<file path="src/rtl/ecpri_tx.sv">
// eCPRI Remote Memory Access response transmitter: serialises common + RMA header,
// then (read responses only) payload bytes fetched one at a time from local memory.
module ecpri_tx #(
  parameter int          ADDR_W   = 8,
  parameter logic [3:0]  REVISION = 4'h1,
  parameter logic [7:0]  MSG_TYPE = 8'h04
) (
  input  logic              clk,
  input  logic              reset,
  input  logic              i_send_read_resp,
  input  logic              i_send_write_resp,
  input  logic [7:0]        i_rma_id,
  input  logic [15:0]       i_element_id,
  input  logic [ADDR_W-1:0] i_req_addr,
  input  logic [7:0]        i_tx_payload_len,
  output logic              o_mem_rd_en,
  output logic [ADDR_W-1:0] o_mem_rd_addr,
  input  logic [7:0]        i_mem_rd_data,
  output logic [7:0]        o_tx_data,
  output logic              o_tx_valid,
  input  logic              i_tx_ready,
  output logic              o_tx_sop,
  output logic              o_tx_eop,
  output logic              o_busy,
  output logic              o_resp_done,
  output logic              o_req_drop
);

  typedef enum logic [2:0] {
    S_IDLE,
    S_HDR,
    S_RD_REQ,
    S_RD_WAIT,
    S_DATA
  } state_t;

  state_t            r_state, w_state_next;
  logic [3:0]        r_idx, w_idx_next;
  logic [7:0]        r_rma_id, w_rma_id_next;
  logic [15:0]       r_elem, w_elem_next;
  logic [ADDR_W-1:0] r_addr, w_addr_next;
  logic [7:0]        r_len, w_len_next;
  logic [7:0]        r_remaining, w_remaining_next;
  logic [7:0]        r_hold, w_hold_next;
  logic              r_is_read, w_is_read_next;

  logic              w_hs;
  logic              w_has_data;
  logic [15:0]       w_pay_size;
  logic [47:0]       w_addr48;
  logic [7:0]        w_hdr_byte;

  assign w_hs       = o_tx_valid & i_tx_ready;
  assign w_has_data = r_is_read & (r_len != 8'd0);
  assign w_pay_size = r_is_read ? (16'd12 + {8'h00, r_len}) : 16'd12;
  assign w_addr48   = 48'(r_addr);

  always_comb begin
    w_hdr_byte = 8'h00;
    case (r_idx)
      4'd0:  w_hdr_byte = {REVISION, 4'h0};
      4'd1:  w_hdr_byte = MSG_TYPE;
      4'd2:  w_hdr_byte = w_pay_size[15:8];
      4'd3:  w_hdr_byte = w_pay_size[7:0];
      4'd4:  w_hdr_byte = r_rma_id;
      4'd5:  w_hdr_byte = r_is_read ? 8'h01 : 8'h11;
      4'd6:  w_hdr_byte = r_elem[15:8];
      4'd7:  w_hdr_byte = r_elem[7:0];
      4'd8:  w_hdr_byte = w_addr48[47:40];
      4'd9:  w_hdr_byte = w_addr48[39:32];
      4'd10: w_hdr_byte = w_addr48[31:24];
      4'd11: w_hdr_byte = w_addr48[23:16];
      4'd12: w_hdr_byte = w_addr48[15:8];
      4'd13: w_hdr_byte = w_addr48[7:0];
      4'd14: w_hdr_byte = 8'h00;
      4'd15: w_hdr_byte = r_len;
      default: w_hdr_byte = 8'h00;
    endcase
  end

  // Outputs decode only from registered state, so they hold steady during a stall
  // and collapse to zero the instant the async reset clears the state.
  always_comb begin
    o_tx_valid    = (r_state == S_HDR) || (r_state == S_DATA);
    o_tx_data     = 8'h00;
    if (r_state == S_HDR) begin
      o_tx_data = w_hdr_byte;
    end else if (r_state == S_DATA) begin
      o_tx_data = r_hold;
    end
    o_tx_sop      = (r_state == S_HDR) && (r_idx == 4'd0);
    o_tx_eop      = ((r_state == S_HDR) && (r_idx == 4'd15) && !w_has_data) ||
                    ((r_state == S_DATA) && (r_remaining == 8'd1));
    o_busy        = (r_state != S_IDLE);
    o_resp_done   = w_hs & o_tx_eop;
    o_mem_rd_en   = (r_state == S_RD_REQ);
    o_mem_rd_addr = (r_state == S_RD_REQ) ? r_addr : '0;
    o_req_drop    = !reset && (
                      ((r_state == S_IDLE) && i_send_read_resp && i_send_write_resp) ||
                      ((r_state != S_IDLE) && (i_send_read_resp || i_send_write_resp)));
  end

  always_comb begin
    w_state_next     = r_state;
    w_idx_next       = r_idx;
    w_rma_id_next    = r_rma_id;
    w_elem_next      = r_elem;
    w_addr_next      = r_addr;
    w_len_next       = r_len;
    w_remaining_next = r_remaining;
    w_hold_next      = r_hold;
    w_is_read_next   = r_is_read;

    case (r_state)
      S_IDLE: begin
        if (i_send_read_resp || i_send_write_resp) begin
          w_rma_id_next  = i_rma_id;
          w_elem_next    = i_element_id;
          w_addr_next    = i_req_addr;
          w_len_next     = i_tx_payload_len;
          w_is_read_next = i_send_read_resp;
          w_idx_next     = 4'd0;
          w_state_next   = S_HDR;
        end
      end
      S_HDR: begin
        if (w_hs) begin
          if (r_idx == 4'd15) begin
            w_idx_next = 4'd0;
            if (w_has_data) begin
              w_remaining_next = r_len;
              w_state_next     = S_RD_REQ;
            end else begin
              w_state_next = S_IDLE;
            end
          end else begin
            w_idx_next = r_idx + 4'd1;
          end
        end
      end
      S_RD_REQ: begin
        w_state_next = S_RD_WAIT;
      end
      S_RD_WAIT: begin
        w_hold_next  = i_mem_rd_data;
        w_state_next = S_DATA;
      end
      S_DATA: begin
        if (w_hs) begin
          w_remaining_next = r_remaining - 8'd1;
          w_addr_next      = r_addr + ADDR_W'(1);
          w_state_next     = (r_remaining == 8'd1) ? S_IDLE : S_RD_REQ;
        end
      end
      default: begin
        w_state_next = S_IDLE;
      end
    endcase
  end

  always_ff @(posedge clk or posedge reset) begin
    if (reset) begin
      r_state     <= S_IDLE;
      r_idx       <= 4'd0;
      r_rma_id    <= 8'h00;
      r_elem      <= 16'h0000;
      r_addr      <= '0;
      r_len       <= 8'h00;
      r_remaining <= 8'h00;
      r_hold      <= 8'h00;
      r_is_read   <= 1'b0;
    end else begin
      r_state     <= w_state_next;
      r_idx       <= w_idx_next;
      r_rma_id    <= w_rma_id_next;
      r_elem      <= w_elem_next;
      r_addr      <= w_addr_next;
      r_len       <= w_len_next;
      r_remaining <= w_remaining_next;
      r_hold      <= w_hold_next;
      r_is_read   <= w_is_read_next;
    end
  end

endmodule

</file>
<file path="config.mk">
export PLATFORM = sky130hd
export DESIGN_NAME = ecpri_tx
export DESIGN_NICKNAME = d
export VERILOG_FILES = /design/src/rtl/ecpri_tx.sv
export SDC_FILE = /design/constraint.sdc
export NUM_CORES = 1
export LEC_CHECK = 0
export CORE_MARGIN = 2
export CORE_UTILIZATION = 50
export DETAILED_ROUTE_END_ITERATION = 10
export PLACE_DENSITY = 0.86
export REMOVE_ABC_BUFFERS = 1
export SYNTH_ARGS = -nofsm -noshare
export SYNTH_HDL_FRONTEND = slang
export SYNTH_SLANG_ARGS = --single-unit
export TNS_END_PERCENT = 1
</file>
<file path="constraint.sdc">
create_clock -name clk -period 4.5 [get_ports clk]
set_input_delay 0.45 -clock clk [delete_from_list [all_inputs] [get_ports clk]]
set_output_delay 0.45 -clock clk [all_outputs]
set_load 0.005 [all_outputs]
</file>
# After elaboration in Yosys (flattened, before gate mapping)
# Index checks and enable logic that the tools add are counted.
dict set report classes {
  n_mux 25
  eq_ne 25
  reduce_logical 27
  n_bitwise 3
  n_addsub 4
}
# cell count
set ops {}
lappend ops {{one-hot mux 8 bit (11 select lines)} 1}
lappend ops {{2-to-1 mux 8 bit} 9}
lappend ops {{== test 4 bit, second input constant} 8}
lappend ops {{one-hot mux 8 bit (2 select lines)} 2}
lappend ops {{== test 4 x 3 -> 1 bit, second input constant} 4}
lappend ops {{one-hot mux 3 bit (5 select lines)} 1}
lappend ops {{2-to-1 mux 3 bit} 4}
lappend ops {{2-to-1 mux 4 bit} 3}
lappend ops {{adder 4 x 8 -> 9 bit, first input constant} 1}
lappend ops {{2-to-1 mux 9 bit} 1}
lappend ops {{adder 8 x 1 -> 8 bit, second input constant} 1}
lappend ops {{== test 4 x 2 -> 1 bit, second input constant} 2}
lappend ops {{== test 8 x 1 -> 1 bit, second input constant} 1}
lappend ops {{logical AND 1 bit} 8}
lappend ops {{one-hot mux 4 bit (2 select lines)} 1}
lappend ops {{nonzero test 8 bit} 1}
lappend ops {{subtractor 8 x 1 -> 8 bit, second input constant} 1}
lappend ops {{== test 3 x 2 -> 1 bit, second input constant} 2}
lappend ops {{!= test 2 bit, second input constant} 3}
lappend ops {{AND reduction 3 bit} 2}
lappend ops {{nonzero test 2 bit} 3}
lappend ops {{OR reduction 6 bit} 1}
lappend ops {{2-to-1 mux 5 bit} 1}
lappend ops {{AND reduction 5 bit} 1}
lappend ops {{other kinds (14)} 22}
dict set report totals {
  in_bits 53
  ff_bits 64
}

# Depth between registers and ports, before layout
# Gate-level depths: netlist of the first run.
dict set report logic_depth {
  depth_word 6
  depth_mapped 8
  mapped_depth_nobuf 6
}

# Worst setup path after synthesis of the first run
# Ideal clock, no wire load.
dict set report synth_path {
  path_kind {input port to output port}
  from {input reset}
  to {output o_req_drop}
  t_required_ps 4050
  arrival_ps 2079
  path_slack_ps 1971
  stages 2
  path_cell_list {inv_1 -> and2_1}
}
dict set report synth_between {
  elab_chain_len 2
}
# item line_no
set synth_lines {}
lappend synth_lines {{from (decl)} 9} ;# input logic reset,
lappend synth_lines {{logical NOT 1 bit (no source line)} -}
lappend synth_lines {{logical AND 1 bit} 98} ;# o_req_drop = !reset && (
lappend synth_lines {{to (decl)} 26} ;# output logic o_req_drop
# No other way between the ends.

# Final worst setup path of the first run
dict set report layout_path {
  from {register r_idx[0]}
  to {output o_tx_data[6]}
}
dict set report layout_between {
  elab_chain_len 4
}
# item line_no
set layout_lines {}
lappend layout_lines {{from (decl)} 38} ;# logic [3:0] r_idx, w_idx_next;
lappend layout_lines {{from (signal assigned)} 174} ;# r_idx <= w_idx_next;
lappend layout_lines {{== test 4 bit} 60} ;# case (r_idx)
lappend layout_lines {{OR reduction 6 bit (no source line)} -}
lappend layout_lines {{one-hot mux 8 bit (11 select lines) *} 60}
lappend layout_lines {{2-to-1 mux 8 bit *} 86} ;# if (r_state == S_HDR) begin
lappend layout_lines {{to (decl)} 19} ;# output logic [7:0] o_tx_data,
# Every way passes the cells marked *; elsewhere a longest branch is shown, timed or not.

==> flow_metrics.tcl, run 1 <==
set metrics [dict create \
    reg2reg_to "r_remaining[1]" \
    cp-start-kind "flop" \
    muxShareOfSynthArea 0.126 \
    diodes 0 \
    cp.arrival_ps 2860 \
    synth_edf_count 0 \
    worst_clock_skew_ps 10.4 \
    dr.first_iter.drc_count 382 \
    core-area_mm2 0.00729 \
    min_period_ps 3310 \
    setup.worst_path.class "reg -> out" \
    dieArea_mm2 0.00824 \
    grt-ovfl-total 0 \
    routed_wl_um 9630 \
    initial_core_util 0.516 \
    clk_path_buf_depth 2 \
    tns_ps 0 \
    r2r_cells 5 \
    multi_input_area_mm2 0.00198 \
    h-tree-depth 3 \
    grt_pass1_vias 3218 \
    yosys.area_share.adder 0.0326 \
    crit_end "o_tx_data[6]" \
    status "complete, no violations" \
    cp.required_ps 4050 \
    final_common_cell "clkdlybuf4s50_1" \
    rsz0062_at_grt "false" \
    synth_compound_area_frac 0.213 \
    syn-cell-area_mm2 0.00377 \
    fillCellCount 581 \
    clk_transition_reported_paths_ps 70 \
    vias 3382 \
    ys_async_sr_fraction 1.00 \
    numCtsBuffers 9 \
    endpoint_kind "output port" \
    grt_max_degree 65 \
    p_leak_uw 0.00184 \
    clock.fmax_mhz 302 \
    cp_max_fo 19 \
    r2r_slack_ps 2060 \
    relSlewSlack 0.353 \
    hp-class "reg -> reg" \
    place.gp.congestion 0.902 \
    setup_viol 0 \
    routed_via_density 6.21 \
    holdCritStartpoint "r_remaining[6]" \
    syn_avg_cell_area_um2 9.91 \
    core.rowCount 31 \
    grt_pass1_wl_um 15900 \
    antenna_left 0 \
    yosys.area_share.simple 0.143 \
    cts_tree "done" \
    drv_cap 0 \
    hold_buffers 0 \
    drc 0 \
    layout_common_cells "clkdlybuf4s50_1, dfrtp_1, mux2_2" \
    yosys_warnings 0 \
    area_delta_synth_final_pct 26.1 \
    whs_path_depth 1 \
    worst_pin_slew_ps 963 \
    worst_slack_ps 1190 \
    io_buffers 75 \
    routedWlPerCell_um 17.7 \
    fin_nets 503 \
    finalCritPeriodShare 0.735 \
    synth-seq-area-share 0.425 \
    synth-xor-area-share 0.0116 \
    synth_top_family_by_area "compound AO/OA/AOI/OAI gates" \
    post_cts_buffers 0 \
    drv_slew 0 \
    layout-drive-gt1-share 0.152 \
    cts_sinks 64 \
    rr_startpoint "r_idx[0]" \
    placed_area_mm2 0.00453 \
    cp-startpoint "r_idx[0]" \
    first_pass_iters 6 \
    pre_cts_ws_ps 1420 \
    syn_inst 380 \
    register_area_mm2 0.00160 \
    die_w_um 90.8 \
    cellPowerDensity_mw_per_mm2 665 \
    stdcell_area_mm2 0.00475 \
    clock_latency_ps 340 \
    ys_seq_elements 64 \
    peakVddDrop_v 0.000400 \
    dp_hpwl_um 6880 \
    grt_use_total 0.241 \
    cts_resized 0 \
    antenna_found_initial 0 \
    root_buffer "clkbuf_8" \
    ys_types 61 \
    die_y_um 90.8 \
    dominantRegCellSynth "dfrtp_1" \
    io_pins 76 \
    holdWs_ps 486 \
    fin_util 0.651 \
    finalHoldViolCount 0 \
]
-- worst max-delay path, cell delays in order, from the launching register on --
cell             delay, ps
dfrtp_1                430
ha_1                   620
a22oi_1                200
a221oi_1               410
a221oi_1               100
o21ai_0                220
clkdlybuf4s50_1        540
-- final cells by class --
class / instances / share of cell area
inverter: 13 / 0.0103
sequential: 64 / 0.337
clock inverter: 3 / 0.0137
tap: 99 / 0.0261
clock buffer: 13 / 0.0314
multi-input combinational: 274 / 0.417
timing repair buffer: 79 / 0.164
-- state kept, by name (all words and copies together), names as in the netlist --
register and count:
r_hold 8, r_remaining 8, r_rma_id 8, r_state 3
r_is_read 1, r_idx 4, r_elem 16, r_len 8
r_addr 8
-- per-layer routing --
metal / global-route usage / wire length (um) / up-vias
met5: 0 / 0 / -
met2: 0.385 / 4520 / 184
met4: 0.0846 / 176 / 0
li1: - / - / 1536
met1: 0.325 / 4170 / 1641
met3: 0.0534 / 763 / 21
-- logic make-up after synthesis --
logic type	Yosys count
multiplexers	42
AO/OA/AOI/OAI	116
adder cells (fa/ha/maj)	10
XOR/XNOR	5
AND/OR/NAND/NOR	101
flip-flops	64
buffers and inverters	42
-- cell usage after synthesis (all sizes together) (8+ instances only) --
cell,instances,share of area
dfrtp,64,0.43
mux2,39,0.12
nand2,29,0.029
o21ai,29,0.042
a21oi,25,0.033
clkbuf,18,0.018
inv,13,0.013
nand3,13,0.017
nor2,13,0.014
buf,11,0.018
a22oi,9,0.018
and2,9,0.015
ha,9,0.030
nor3,9,0.012
o2bb2ai,8,0.019
-- power by group --
part / total, uW / internal (uW) / switching, uW
Clock: 544 / 327 / 217
Combinational: 1400 / 727 / 672
Sequential: 1220 / 860 / 356
Total: 3160 / 1910 / 1240
-- per-stage QoR --
step / std cells / total power (uW)
after CTS: 545 / 3140
final: 545 / 3160
after global placement: 529 / 2530
after global routing: 545 / 3370
after floorplan: 351 / 2090
after detailed placement: 529 / 2590
-- how the worst min path moves through the flow --
stage	end	slack (ps)
after global routing	r_remaining[6]	500
after global placement	r_remaining[6]	470
final	r_remaining[6]	490
after detailed placement	r_remaining[6]	470
after CTS	r_remaining[6]	480
after floorplan	r_remaining[6]	450
(Power assumes the default switching activity.)
==> run 2, diff against run 1 <==
--- a/config.mk
+++ b/config.mk
@@ -6,9 +6,9 @@
 export NUM_CORES = 1
 export LEC_CHECK = 0
 export CORE_MARGIN = 2
-export CORE_UTILIZATION = 50
+export CORE_UTILIZATION = 47
 export DETAILED_ROUTE_END_ITERATION = 10
-export PLACE_DENSITY = 0.86
+export PLACE_DENSITY = 0.85
 export REMOVE_ABC_BUFFERS = 1
 export SYNTH_ARGS = -nofsm -noshare
 export SYNTH_HDL_FRONTEND = slang
==> constraint.sdc (replaced) <==
create_clock -name clk -period 2.74 [get_ports clk]
set_input_delay 0.274 -clock clk [delete_from_list [all_inputs] [get_ports clk]]
set_output_delay 0.274 -clock clk [all_outputs]
set_load 0.005 [all_outputs]
==> run 2 against run 1 <==
The flow now finishes with violations (negative setup slack). Setup slack lost 1200 ps. Final area grew 5.7%. Sequential cell count is the same. Count of clock-buffer cells in the layout shrank 4. Clock skew grew 2.6 ps. Worst hold slack lost 21 ps. First-iteration DRC count shrank 14%. Critical path depth grew 1. Die area grew 6.1%. Total power grew 78%. Wire length grew 11%. Cell count grew 3.7%. Critical path type unchanged.
==> flow_metrics.tcl, run 2 (synthesis results as in run 1) <==
set metrics [dict create \
    grt-busiest-layer "met2" \
    h-tree-depth 3 \
    routed_via_density 6.17 \
    grt_pass1_vias 3482 \
    layout_common_cells "clkdlybuf4s50_1, dfrtp_1, mux2_2" \
    combPwrFrac 0.488 \
    p_switching_uw 2280 \
    relSlewSlack 0.454 \
    dr.first_iter.drc_count 330 \
    clock.fmax_mhz 361 \
    cellPowerDensity_mw_per_mm2 1120 \
    dieArea_mm2 0.00875 \
    failed_checks "negative setup slack" \
    worst_pin_slew_ps 819 \
    placedCellCount 544 \
    area_delta_synth_final_pct 33.2 \
    top_register "r_elem" \
    place.gp.congestion 0.949 \
    setup.worst_path.class "reg -> out" \
    die_w_um 93.5 \
    fillCellCount 572 \
    drc 0 \
    clk_path_buf_depth 2 \
    core-area_mm2 0.00773 \
    finalCritPeriodShare 1.01 \
    setup_viol 1 \
    grt-ovfl-total 0 \
    initial_core_util 0.487 \
    grt_util_met3 0.0500 \
    dp_hpwl_um 7280 \
    stdcell_area_mm2 0.00502 \
    die_y_um 93.5 \
    cts_tree "done" \
    io_buffers 75 \
    endpoint_kind "output port" \
    clockPowerShare 0.162 \
    first_pass_iters 5 \
    p_int_uw 3340 \
    grt_use_met2 0.395 \
    clk_transition_reported_paths_ps 80 \
    routed_wl_um 10700 \
    p_leak_uw 0.00193 \
    cp.arrival_ps 2490 \
    grt_max_degree 65 \
    grt_use_total 0.247 \
    final_common_cell "clkdlybuf4s50_1" \
    rsz0062_at_grt "true" \
    core.rowCount 32 \
    vias 3488 \
    worst_slack_ps -27.9 \
    peakVddDrop_v 0.000630 \
    antenna_left 0 \
    largest_reg_flops 16 \
    finalHoldViolCount 0 \
    root_buffer "clkbuf_8" \
    io_pins 76 \
    cts_sinks 64 \
    cp_max_fo 8 \
    clock_latency_ps 350 \
    layout-drive-gt1-share 0.240 \
    antenna_found_initial 0 \
    diodes 0 \
    grt_pass1_wl_um 16900 \
    instances_no_fill 565 \
    routedWlPerCell_um 18.9 \
    use_met1 0.317 \
    sw_frac_of_total 0.406 \
    drv_slew 0 \
    status "complete, but fails checks" \
    numCtsBuffers 9 \
    hp-class "in -> async" \
    p_seq_frac 0.350 \
    cp-start-kind "flop" \
    min_period_ps 2770 \
    worst_clock_skew_ps 13.0 \
    placed_area_mm2 0.00463 \
    drv_cap 0 \
    cp.required_ps 2470 \
    fin_nets 520 \
]
[run 2: cell count changes in the layout (fill, tap and decap cells not counted), moves of 4 or more]
cell / before / now
dfrtp_2: 0 / 8
ha_1: 9 / 4
ha_4: 0 / 4
dfrtp_1: 64 / 56
buf_4: 4 / 21
[run 2: worst max-delay path, cell delays in order (launching register included)]
cell and delay (ps):
dfrtp_2 460, inv_2 120, ha_4 200, nand4_1 130
or3_1 350, a211oi_2 230, a221o_1 140, clkdlybuf4s50_1 500
[run 2: cell type report]
| cell class | count | area [um^2] | share of cell area |
|---|---|---|---|
| Multi-Input combinational cell | 274 | 2100 | 0.419 |
| Sequential cell | 64 | 1610 | 0.321 |
| Clock buffer | 9 | 124 | 0.0247 |
| Clock inverter | 7 | 95.1 | 0.0190 |
| Timing Repair Buffer | 96 | 908 | 0.181 |
| Inverter | 13 | 48.8 | 0.00973 |
| Tap cell | 102 | 128 | 0.0254 |
[run 2: routing by layer]
layer,up-vias,share of wire
met4,0,0.034
li1,1576,-
met3,36,0.078
met5,-,0
met1,1671,0.42
met2,205,0.47
[run 2: final timing paths]
| check | cells past startpoint | start | slack [ps] | to |
|---|---|---|---|---|
| max | 7 | r_idx[0] | -30 | o_tx_data[0] |
| min in group clk | 3 | i_req_addr[1] | 500 | r_addr[1] |
| max in group asynchronous | 3 | reset | 1650 | r_idx[1] |
| min | 3 | reset | 460 | r_is_read |
| min reg2reg | 1 | r_remaining[7] | 500 | r_remaining[7] |
| max reg2reg | 4 | r_len[0] | 480 | r_remaining[1] |
[run 2: power groups by stage]
stage               clock network, uW  registers [uW]  logic, uW
floorplan                           0            1790       1640
global placement                    0            1900       2370
detailed placement                  0            1930       2450
CTS                               919            1910       2550
global route                      961            2000       2980
finish                            911            1970       2740
[run 2: metrics by stage]
stage	util	worst slack, ps	total power (uW)	setup TNS, ps	hold slack, ps
after floorplan	-	250	3430	0	386
after global placement	0.599	206	4270	0	474
after detailed placement	0.599	137	4380	0	476
after CTS	0.634	-73.3	5380	-244	487
after global routing	0.649	-137	5950	-399	509
final	0.649	-27.9	5620	-27.9	465
[run 2: repair_timing]
item                                    4_1_cts  5_1_grt
pin swaps                                     1        1
gates resized for setup                      10       24
endpoints found under the setup margin       10       11
hold buffers                                  0        0
buffers inserted                              2        3
